[src/rtl/if_prefetch_unit_if.sv]
// Fetch-side bus bundle: memory request/response, redirect and decode-side instruction handshake.
interface if_prefetch_unit_if #(
    parameter int ADDR_W = 8
);
    logic              mem_req_valid;
    logic [ADDR_W-1:0] mem_req_addr;
    logic              mem_req_ready;
    logic              mem_rsp_valid;
    logic [31:0]       mem_rsp_data;
    logic              redirect_valid;
    logic [ADDR_W-1:0] redirect_pc;
    logic              inst_valid;
    logic [31:0]       inst_out;
    logic [ADDR_W-1:0] inst_pc;
    logic              inst_ready;

    modport master (
        output mem_req_valid, mem_req_addr, inst_valid, inst_out, inst_pc,
        input  mem_req_ready, mem_rsp_valid, mem_rsp_data, redirect_valid, redirect_pc, inst_ready
    );

    modport slave (
        input  mem_req_valid, mem_req_addr, inst_valid, inst_out, inst_pc,
        output mem_req_ready, mem_rsp_valid, mem_rsp_data, redirect_valid, redirect_pc, inst_ready
    );
endinterface

[src/rtl/if_prefetch_unit.sv]
// Instruction prefetcher: issues sequential fetches, buffers returned words with their PCs,
// and drops responses for requests that were in flight when a redirect happened.
module if_prefetch_unit #(
    parameter int                ADDR_W   = 8,
    parameter int                DEPTH    = 4,
    parameter logic [ADDR_W-1:0] RESET_PC = '0
) (
    input  logic              clk,
    input  logic              reset,
    if_prefetch_unit_if.master bus
);
    localparam int CW = $clog2(DEPTH + 1);
    localparam int PW = (DEPTH > 1) ? $clog2(DEPTH) : 1;

    typedef enum logic {RUN, FLUSH} state_t;

    state_t            state, state_next;
    logic [ADDR_W-1:0] fetch_pc;
    logic [31:0]       fifo_data [DEPTH];
    logic [ADDR_W-1:0] fifo_pc   [DEPTH];
    logic [PW-1:0]     rd_ptr, wr_ptr;
    logic [CW-1:0]     fifo_count;
    logic [ADDR_W-1:0] opc [DEPTH];
    logic [PW-1:0]     o_rd, o_wr;
    logic [CW-1:0]     outstanding, out_next;
    logic [CW-1:0]     drop_cnt, drop_next;
    logic              req_fire, rsp_fire, discard, push, pop;

    function automatic logic [PW-1:0] inc(input logic [PW-1:0] p);
        return (p == PW'(DEPTH - 1)) ? '0 : p + PW'(1);
    endfunction

    // Buffer slots plus in-flight requests never exceed DEPTH, so the FIFO cannot overflow.
    assign bus.mem_req_valid = !reset &&
        (({1'b0, fifo_count} + {1'b0, outstanding}) < (CW + 1)'(DEPTH));
    assign bus.mem_req_addr  = fetch_pc;
    assign bus.inst_valid    = !reset && (fifo_count != '0);
    assign bus.inst_out      = fifo_data[rd_ptr];
    assign bus.inst_pc       = fifo_pc[rd_ptr];

    assign req_fire = bus.mem_req_valid && bus.mem_req_ready;
    assign rsp_fire = bus.mem_rsp_valid && (outstanding != '0);
    assign discard  = (state == FLUSH) || bus.redirect_valid;
    assign push     = rsp_fire && !discard;
    assign pop      = bus.inst_valid && bus.inst_ready && !bus.redirect_valid;
    assign out_next = outstanding + CW'(req_fire) - CW'(rsp_fire);

    always_comb begin
        drop_next = drop_cnt;
        if (bus.redirect_valid)
            drop_next = out_next;
        else if (rsp_fire && state == FLUSH)
            drop_next = drop_cnt - CW'(1);
        state_next = (drop_next != '0) ? FLUSH : RUN;
    end

    always_ff @(posedge clk) begin
        if (reset) state <= RUN;
        else       state <= state_next;
    end

    always_ff @(posedge clk) begin
        if (reset) begin
            fetch_pc    <= RESET_PC;
            rd_ptr      <= '0;
            wr_ptr      <= '0;
            fifo_count  <= '0;
            o_rd        <= '0;
            o_wr        <= '0;
            outstanding <= '0;
            drop_cnt    <= '0;
        end else begin
            if (bus.redirect_valid)
                fetch_pc <= {bus.redirect_pc[ADDR_W-1:2], 2'b00};
            else if (req_fire)
                fetch_pc <= fetch_pc + ADDR_W'(4);
            // The request-PC queue keeps popping on stale responses so it stays aligned.
            if (req_fire) o_wr <= inc(o_wr);
            if (rsp_fire) o_rd <= inc(o_rd);
            outstanding <= out_next;
            drop_cnt    <= drop_next;
            if (bus.redirect_valid) begin
                rd_ptr     <= '0;
                wr_ptr     <= '0;
                fifo_count <= '0;
            end else begin
                if (push) wr_ptr <= inc(wr_ptr);
                if (pop)  rd_ptr <= inc(rd_ptr);
                fifo_count <= fifo_count + CW'(push) - CW'(pop);
            end
        end
    end

    always_ff @(posedge clk) begin
        if (req_fire) opc[o_wr] <= fetch_pc;
        if (push) begin
            fifo_data[wr_ptr] <= bus.mem_rsp_data;
            fifo_pc[wr_ptr]   <= opc[o_rd];
        end
    end
endmodule

[src/flat_wrapper.sv]
// flat-port wrapper written by rule: the top's interface ports become plain ports
module if_prefetch_unit_flat 
#(
    parameter int                ADDR_W   = 8,
    parameter int                DEPTH    = 4,
    parameter logic [ADDR_W-1:0] RESET_PC = '0
)
  (clk, reset, bus_mem_req_valid, bus_mem_req_addr, bus_inst_valid, bus_inst_out, bus_inst_pc, bus_mem_req_ready, bus_mem_rsp_valid, bus_mem_rsp_data, bus_redirect_valid, bus_redirect_pc, bus_inst_ready);
  if_prefetch_unit_if #(.ADDR_W(ADDR_W)) bus_i ();
  input  logic clk;
  input  logic reset;
  output wire logic [$bits(bus_i.mem_req_valid)-1:0] bus_mem_req_valid;
  output wire logic [$bits(bus_i.mem_req_addr)-1:0] bus_mem_req_addr;
  output wire logic [$bits(bus_i.inst_valid)-1:0] bus_inst_valid;
  output wire logic [$bits(bus_i.inst_out)-1:0] bus_inst_out;
  output wire logic [$bits(bus_i.inst_pc)-1:0] bus_inst_pc;
  input wire logic [$bits(bus_i.mem_req_ready)-1:0] bus_mem_req_ready;
  input wire logic [$bits(bus_i.mem_rsp_valid)-1:0] bus_mem_rsp_valid;
  input wire logic [$bits(bus_i.mem_rsp_data)-1:0] bus_mem_rsp_data;
  input wire logic [$bits(bus_i.redirect_valid)-1:0] bus_redirect_valid;
  input wire logic [$bits(bus_i.redirect_pc)-1:0] bus_redirect_pc;
  input wire logic [$bits(bus_i.inst_ready)-1:0] bus_inst_ready;
  assign bus_mem_req_valid = bus_i.mem_req_valid;
  assign bus_mem_req_addr = bus_i.mem_req_addr;
  assign bus_inst_valid = bus_i.inst_valid;
  assign bus_inst_out = bus_i.inst_out;
  assign bus_inst_pc = bus_i.inst_pc;
  assign bus_i.mem_req_ready = bus_mem_req_ready;
  assign bus_i.mem_rsp_valid = bus_mem_rsp_valid;
  assign bus_i.mem_rsp_data = bus_mem_rsp_data;
  assign bus_i.redirect_valid = bus_redirect_valid;
  assign bus_i.redirect_pc = bus_redirect_pc;
  assign bus_i.inst_ready = bus_inst_ready;
  if_prefetch_unit #(.ADDR_W(ADDR_W), .DEPTH(DEPTH), .RESET_PC(RESET_PC)) u_core (.clk(clk), .reset(reset), .bus(bus_i));
endmodule
[config.mk]
export PLATFORM = sky130hd
export DESIGN_NAME = if_prefetch_unit_flat
export DESIGN_NICKNAME = d
export VERILOG_FILES = /design/src/rtl/if_prefetch_unit_if.sv /design/src/rtl/if_prefetch_unit.sv /design/src/flat_wrapper.sv
export SDC_FILE = /design/constraint.sdc
export NUM_CORES = 1
export LEC_CHECK = 0
export BUFFER_PORTS_ARGS = -buffer_cell sky130_fd_sc_hd__buf_2
export CAP_MARGIN = 25
export CORE_ASPECT_RATIO = 1.4
export CORE_MARGIN = 2
export CORE_UTILIZATION = 50
export DETAILED_ROUTE_END_ITERATION = 10
export PLACE_DENSITY = 0.74
export SYNTH_ARGS = -nofsm -noshare
export SYNTH_HDL_FRONTEND = slang
export SYNTH_SLANG_ARGS = --single-unit
[constraint.sdc]
create_clock -name clk -period 2.5 [get_ports clk]
set_input_delay 0.125 -clock clk [delete_from_list [all_inputs] [get_ports clk]]
set_output_delay 0.125 -clock clk [all_outputs]
set_load 0.05 [all_outputs]
== Word-level counts from Yosys, hierarchy flattened ==
Memory sizes are Yosys's and may differ from the RTL's. A register that Yosys moved wholly into a read port is not among the register bits.
Index checks and enable logic that the tools add are counted.
Widths: inputs -> output; s select.

* ROM bits: 0
* Bits in registers: 26
* Logic and storage cells: 65
* RAM bits: 192
* Memories kept: 3
* Input bits: 46
* Latch bits: 0
* Output and inout port bits: 50

{| class="wikitable"
|+ Memories
! memory !! depth !! bits a word !! rd ports !! clocked after memory_dff !! wr ports !! RTL line !! RTL
|-
| u_core.fifo_data || 4 || 32 || 1 || 1 || 1 || if_prefetch_unit.sv:19 || <nowiki>logic [31:0] fifo_data [DEPTH];</nowiki>
|-
| u_core.fifo_pc || 4 || 8 || 1 || 1 || 1 || if_prefetch_unit.sv:20 || <nowiki>logic [ADDR_W-1:0] fifo_pc [DEPTH];</nowiki>
|-
| u_core.opc || 4 || 8 || 1 || 1 || 1 || if_prefetch_unit.sv:23 || <nowiki>logic [ADDR_W-1:0] opc [DEPTH];</nowiki>
|}

* $mul: 0
* Eq/ne operators: 4
* Reductions and logical operators: 17
* Magnitude comparators: 1
* $add $sub $neg: 11
* Shift operators: 0
* Div/mod/pow operators: 0
* Muxes and demuxes: 19
* Bitwise gates (word level): 0

{| class="wikitable"
|+ Operators by type and width
! operator !! number
|-
| $mux 2 || 10
|-
| $mux 8 || 2
|-
| $reduce_bool 3->1 || 3
|-
| $add 2x1->2 const B || 4
|-
| $add 8x3->8 const B || 1
|-
| $eq 2x2->1 const B || 4
|-
| $logic_and 1x1->1 || 8
|-
| $add 3x1->3 || 2
|-
| $mux 3 || 2
|-
| $sub 3x1->3 || 2
|-
| $mux 1 || 5
|-
| $add 3x3->4 || 1
|-
| $lt 4x3->1 const B || 1
|-
| $logic_not 1->1 || 3
|-
| $sub 3x1->3 const B || 1
|-
| $reduce_bool 2->1 || 1
|-
| $reduce_or 2->1 || 1
|-
| $logic_or 1x1->1 || 1
|}

== Logic depth before layout (Yosys ltp) ==
Gate-level depths: netlist of run 1.

* Word-level depth: 9
* Depth in mapped cells: 11
* Depth with buffers taken out: 10

== Worst setup path before layout of run 1 ==
Ideal clock, no wire load.

* Path kind: register to register
* Start point: register u_core.outstanding[1]
* End point: register u_core.state
* Arrival: 2.682 ns
* Library setup time: 0.127 ns
* Clock period less this slack: 2.809 ns
* Buffers on the path: 0
* Cell stages (with the launch flop): 11
* Data required time: 2.373 ns
* Path slack: -0.309 ns
* Path through: dfxtp_1 > o31ai_1 > inv_1 > ha_1 > inv_1 > ha_1 > fa_1 > xor3_1 > nor2_1 > o211a_1 > or3_1

* Longest elaborated chain between the ends: 9
* Elaborated cells on any way between the ends: 13
* Classes of those cells: 3 x add/sub; 1 x order compare; 3 x mux; 6 x reduce/logical

{| class="wikitable"
|+ Ends and longest elaborated chain
! item !! RTL line !! RTL
|-
| start, declared || if_prefetch_unit.sv:25 || <nowiki>logic [CW-1:0] outstanding, out_next;</nowiki>
|-
| start signal, assigned || if_prefetch_unit.sv:80 || <nowiki>outstanding <= out_next;</nowiki>
|-
| $add 3x3->4 || if_prefetch_unit.sv:35 || <nowiki>(({1'b0, fifo_count} + {1'b0, outstanding}) < (CW + 1)'(DEPTH));</nowiki>
|-
| $lt 4x3->1 || if_prefetch_unit.sv:35 ||
|-
| $logic_and 1x1->1 || if_prefetch_unit.sv:34 || <nowiki>assign bus.mem_req_valid = !reset &&</nowiki>
|-
| $logic_and 1x1->1 || if_prefetch_unit.sv:41 || <nowiki>assign req_fire = bus.mem_req_valid && bus.mem_req_ready;</nowiki>
|-
| $add 3x1->3 || if_prefetch_unit.sv:46 || <nowiki>assign out_next = outstanding + CW'(req_fire) - CW'(rsp_fire);</nowiki>
|-
| $sub 3x1->3 || if_prefetch_unit.sv:46 ||
|-
| $mux 3 (*) || if_prefetch_unit.sv:50 || <nowiki>if (bus.redirect_valid)</nowiki>
|-
| $reduce_bool 3->1 (*) || if_prefetch_unit.sv:54 || <nowiki>state_next = (drop_next != '0) ? FLUSH : RUN;</nowiki>
|-
| $mux 1 (*) || if_prefetch_unit.sv:54 ||
|-
| end signal, assigned || if_prefetch_unit.sv:59 || <nowiki>else state <= state_next;</nowiki>
|-
| end, declared || if_prefetch_unit.sv:17 || <nowiki>state_t state, state_next;</nowiki>
|}

Every way passes the cells marked *; elsewhere a longest branch is shown, timed or not.
A chain may end at the register's enable or synchronous reset.

== Final worst setup path of run 1 ==
* Start point: register u_core.outstanding[0]
* End point: register u_core.state

The elaborated chain is that of the path after synthesis.

==> results.yml, run 1 <==
status:
  run_status: "complete, but fails checks"
  violations: "setup timing"
setup_path:
  crit_path_max_fanout: 2
  reg2reg_depth: 10
  critPathCaptureType: "flop"
  worst-path-stages: 10
  crit_path_start_kind: "flop"
  cp.buffers_inverters: 2
  path_delay_family: "adder cells"
  path_cells: "o31ai_4 > inv_1 > ha_1 > inv_1 > ha_4 > fa_1 > xor3_1 > nor2_1 > o211a_1 > or3_1"
  required_ns: 2.85
  max_stage_delay_ns: 0.38
  worstSetupPathType: "flop to flop"
  crit_top_cell: "inv_1"
  worst_ep_arrival_time_ns: 2.85
  cp_slowest_cell: "fa_1"
yosys:
  syn_inst: 390
  synthDistinctLibCells: 45
  netlist_area_um2: 7880
  async_flop_share: 0
  yosysSeqAreaShare: 0.742
  avgSynthCellArea_um2: 20.2
  synth_edf_count: 176
  yosys_warnings: 0
  ys.flop_type: "edfxtp_1"
  ys_ff_latch: 204
drt:
  dr.pass1.iters: 6
  via_per_inst: 5.34
  ant_nets: 0
  drc_errors: 0
  routed_wl_um: 13900
  first_iter_violations: 172
  wl_per_cell_um: 18.6
  vias: 4007
power:
  vdd_drop_max_mv: 0.546
  switching_share: 0.242
  switching_power_w: 0.00192
  leakagePower_nw: 3.43
  p_seq_frac: 0.508
  intPower_w: 0.00601
  clkPwrFrac: 0.347
  combPwrFrac: 0.145
  powerDensity_nw_per_um2: 813
timing:
  fmax_mhz: 400
  fin_skew_ns: 0.0105
  final_hold_viol_count: 0
  grt_setup_unrepaired: "yes"
  maxSlewViolCount: 0
  hold_slack_ns: 0.0814
  finalSetupViolations: 1
  period_share: 1.00
  fin_ws_ns: -0.00290
  layout_min_cycle_time_ns: 2.50
clock_network:
  insertion_delay_ns: 0.47
  clock_path_buffers: 3
  cts_htree_levels: 1
  cts_sinks: 204
  path_clk_slew_ns: 0.06
  tritoncts: "done"
  cts-root-buf: "clkbuf_16"
  cts_buffers: 19
finish:
  fin_util: 0.628
  nets: 608
  drive_gt1_frac: 0.363
  stdcell_count: 750
  multi_input_area_um2: 1910
  layout_commonest_cell: "edfxtp_1"
  nFillCells: 1093
  area_growth_pct: 23.8
  n_antenna_cell: 0
  final_cell_mix: "edfxtp_1, buf_2, mux4_2"
  regArea_um2: 5860
placement:
  port_buffers: 89
  placed_cells_incl_taps: 677
  finalWeightedCongestion: 0.762
  hpwl_um: 8700
min_path:
  min_path_cells: 2
  hp-class: "input pin to flop"
die:
  rows: 54
  fp.dieW_um: 110
  core_um2: 15500
  ios: 96
  initial_core_util: 0.507
  die_area_um2: 16800
  die_y_um: 153
flow_run:
  drv_cap: 0
global_routing:
  grt_max_degree: 39
  antenna_found_initial: 0
  grt_overflow: 0
  grt_pass1_vias: 4386
  grt_first_pass_wirelength_um: 22100
  grt_usage: 0.170
[worst register-to-register path: cells and delay by family (launching register included)]
kind	cells	cell delay [ns]
fa+ha+maj	3	0.80
compound gates	2	0.48
simple gates	2	0.44
flops	1	0.36
xor+xnor	1	0.20
buf+inv	2	0.12
[synthesized netlist by cell type, drive strengths merged (2+ instances only)]
cell / number / share of area
a2111oi: 2 / 0.0032
a211oi: 5 / 0.0054
a21oi: 2 / 0.0013
and2: 11 / 0.0087
and3: 2 / 0.0016
and4: 2 / 0.0022
buf: 13 / 0.011
clkbuf: 6 / 0.0029
dfxtp: 28 / 0.071
edfxtp: 176 / 0.67
fa: 2 / 0.0051
ha: 18 / 0.029
inv: 19 / 0.0090
mux2i: 7 / 0.0089
mux4: 44 / 0.13
nand3: 3 / 0.0025
nand4: 2 / 0.0016
nor2: 20 / 0.0095
nor3: 4 / 0.0032
nor4: 2 / 0.0035
o21ai: 2 / 0.0013
o31ai: 2 / 0.0019
or3: 2 / 0.0016
xnor2: 4 / 0.0044
[power groups by stage]
| stage | Sequential, W | Clock, W | Combinational [W] |
|---|---|---|---|
| finish | 0.00403 | 0.00275 | 0.00115 |
| global route | 0.00405 | 0.00297 | 0.00125 |
| CTS | 0.00403 | 0.00282 | 0.00116 |
| detailed placement | 0.00411 | 0 | 0.00109 |
| global placement | 0.00409 | 0 | 0.00103 |
| floorplan | 0.00410 | 0 | 0.000778 |
[cell type report]
class                   count  share of cell area
well taps                 196              0.0251
inverters                  19             0.00731
clock inverters             2             0.00141
repair buffers            147               0.109
multi-input cells         151               0.196
clock buffers              31              0.0605
flip-flops and latches    204               0.601
[metal layers]
metal  vias to the layer above  routed length, um  track usage
met1                      2034               5310        0.199
li1                       1851                  -            -
met4                         0                227       0.0464
met3                        18                759       0.0308
met5                         -                  0            0
met2                       104               7640        0.313
[kinds of logic after synthesis]
kind of cell,count (synthesis),share of synthesized area
DFF,204,0.742
and+or+nand+nor,52,0.0375
muxes,51,0.135
buffers and inverters,38,0.0232
adders and majority gates,20,0.0337
AOI/OAI and AO/OA,18,0.0205
xor gates and xnor gates,6,0.00857
other,1,0.000476
[path summary, 6_finish.rpt]
kind	startpoint	end	slack, ns
worst max-delay path	u_core.outstanding[0]	u_core.state	-0.003
worst max register to register	u_core.outstanding[0]	u_core.state	-0.003
worst min register to register	u_core.o_rd[0]	u_core.o_rd[0]	0.55
worst min-delay path	bus_redirect_valid	u_core.bus.mem_req_addr[7]	0.08
[through the flow]
step	power (W)	instance area, um2	setup slack [ns]	TNS (ns)
CTS	0.00801	9760	-0.0143	-0.0143
global route	0.00826	9760	-0.140	-0.140
finish	0.00793	9760	-0.00290	-0.00290
floorplan	0.00488	7940	-0.112	-0.112
global placement	0.00513	8750	0.00356	0
detailed placement	0.00520	8750	-0.0932	-0.0932
[registers in the layout (all words and copies together), names as in the netlist, named ones only]
name,flops
u_core.outstanding,3
u_core.o_wr,2
u_core.o_rd,2
u_core.state,1
u_core.wr_ptr,2
u_core.opc,24
u_core.fifo_count,3
u_core.fifo_pc,24
u_core.bus.mem_req_addr,6
u_core.rd_ptr,2
u_core.fifo_data,128
u_core.drop_cnt,3
[what timing repair did]
item,in CTS,in global routing
hold endpoints to repair,134,0
endpoints found under the setup margin,1,1
buffers inserted,2,0
pin swaps,3,0
hold buffers,38,0
resized for setup,2,0
Note: power is estimated with default switching activity, not from simulation.
==> run 2: changes to the inputs <==
--- a/config.mk
+++ b/config.mk
@@ -9,9 +9,11 @@
 export CAP_MARGIN = 25
 export CORE_ASPECT_RATIO = 1.4
 export CORE_MARGIN = 2
-export CORE_UTILIZATION = 50
+export CORE_UTILIZATION = 28
 export DETAILED_ROUTE_END_ITERATION = 10
-export PLACE_DENSITY = 0.74
+export GPL_TIMING_DRIVEN = 0
+export PLACE_DENSITY = 0.47
+export SKIP_CTS_REPAIR_TIMING = 1
 export SYNTH_ARGS = -nofsm -noshare
 export SYNTH_HDL_FRONTEND = slang
 export SYNTH_SLANG_ARGS = --single-unit
==> results.yml, run 2 (synthesis gave the netlist of run 1 again) <==
power:
  leakagePower_nw: 3.50
  vdd_drop_max_mv: 0.446
  switching_share: 0.243
  p_seq_frac: 0.486
  switching_power_w: 0.00201
  combPwrFrac: 0.137
  clkPwrFrac: 0.377
  powerDensity_nw_per_um2: 823
  intPower_w: 0.00627
  p_total_w: 0.00828
clock_network:
  tritoncts: "done"
  cts-root-buf: "clkbuf_16"
  clock_path_buffers: 3
  cts_sinks: 204
  cts_htree_levels: 1
  cts_buffers: 22
  path_clk_slew_ns: 0.06
  insertion_delay_ns: 0.49
finish:
  n_antenna_cell: 0
  area_growth_pct: 27.6
  largest_reg_flops: 128
  regMostFlops: "u_core.fifo_data"
  layout_commonest_cell: "edfxtp_1"
  largestRegisters: "u_core.fifo_data x128, u_core.fifo_pc x24, u_core.opc x24"
  nets: 618
  drive_gt1_frac: 0.359
  nFillCells: 2632
  final_cell_mix: "edfxtp_1, buf_2, mux4_2"
drt:
  vias: 4063
  ant_nets: 0
  dr.pass1.iters: 4
  wl_per_cell_um: 16.4
  via_per_inst: 4.35
  routed_wl_um: 15300
  drc_errors: 0
  first_iter_violations: 262
die:
  rows: 72
  ios: 96
  core_um2: 27700
  fp.dieW_um: 146
  die_area_um2: 29500
  die_y_um: 203
  initial_core_util: 0.285
setup_path:
  required_ns: 2.87
  worstSetupPathType: "flop to flop"
  crit_path_start_kind: "flop"
  crit_path_max_fanout: 4
  critPathCaptureType: "flop"
  worst_ep_arrival_time_ns: 3.13
status:
  violations: "setup timing"
  run_status: "complete, but fails checks"
global_routing:
  grt_max_degree: 23
  grt_pass1_vias: 4297
  antenna_found_initial: 0
  top_usage_layer: "met2"
  grt_overflow: 0
  grt_use_met3: 0.0218
  grt_usage: 0.104
  use_met1: 0.120
  grtUsageMet2: 0.192
  grt_first_pass_wirelength_um: 23800
timing:
  relSlewSlack: 0.526
  grt_setup_unrepaired: "yes"
  worstMarginPinSlew_ns: 0.710
  finalSetupViolations: 1
  maxSlewViolCount: 0
  fin_skew_ns: 0.0102
  period_share: 1.10
  layout_min_cycle_time_ns: 2.76
  final_hold_viol_count: 0
  fmax_mhz: 362
  fin_ws_ns: -0.259
  tns_ns: -0.259
placement:
  hpwl_um: 9680
  port_buffers: 88
  finalWeightedCongestion: 0.706
flow_run:
  drv_cap: 0
min_path:
  hp-class: "input pin to flop"
-- run 2: path summary, 6_finish.rpt --
path | cells after the start | endpoint | start | slack, ns
setup / recovery | 10 | u_core.state | u_core.fifo_count[2] | -0.26
hold / removal | 3 | u_core.fifo_count[0] | reset | 0.01
setup reg to reg | 10 | u_core.state | u_core.fifo_count[2] | -0.26
hold reg to reg | 2 | u_core.o_rd[1] | u_core.o_rd[1] | 0.55
-- run 2: area by class of cell --
cell class / instances / area [um2] / area share
plain buffers: 19 / 126 / 0.0126
well taps: 370 / 463 / 0.0460
clock buffers: 29 / 598 / 0.0594
clock inverters: 8 / 97.6 / 0.00970
multi-input cells: 151 / 1910 / 0.190
repair buffers: 135 / 941 / 0.0935
inverters: 19 / 71.3 / 0.00709
flip-flops and latches: 204 / 5850 / 0.582
-- run 2: power groups by stage --
stage / sequential (W) / combinational [W] / clock, W
3_3_place_gp: 0.00409 / 0.00103 / 0
5_1_grt: 0.00405 / 0.00124 / 0.00334
3_5_place_dp: 0.00410 / 0.00107 / 0
6_report: 0.00403 / 0.00114 / 0.00312
2_1_floorplan: 0.00410 / 0.000778 / 0
4_1_cts: 0.00403 / 0.00108 / 0.00322
-- run 2: critical path: stages (launching register included) --
cell and delay, ns:
dfxtp_4 0.36, ha_4 0.24, nor4_4 0.34, nand3_2 0.16, inv_2 0.10, buf_8 0.10
ha_4 0.12, fa_1 0.40, and2b_1 0.19, a221o_1 0.32, or3_1 0.31
-- run 2: metal layers --
metal  vias up  routed length, um  share of wire
met5         -                  0              0
met4         0                278          0.018
met3        22                748          0.049
met2        97               8070           0.53
met1      2075               6240           0.41
li1       1869                  -              -
-- run 2: metrics by stage --
step / setup slack (ns) / cell area, um2 / hold slack [ns] / std cells / utilization
after floorplan: -0.112 / 7940 / 0.224 / 393 / -
after global placement: -0.727 / 8840 / 0.336 / 851 / 0.320
after detailed placement: -0.350 / 8930 / 0.343 / 855 / 0.323
after CTS: -0.378 / 9630 / -0.169 / 892 / 0.348
after global routing: -0.358 / 10100 / 0.0129 / 935 / 0.364
final: -0.259 / 10100 / 0.0136 / 935 / 0.364
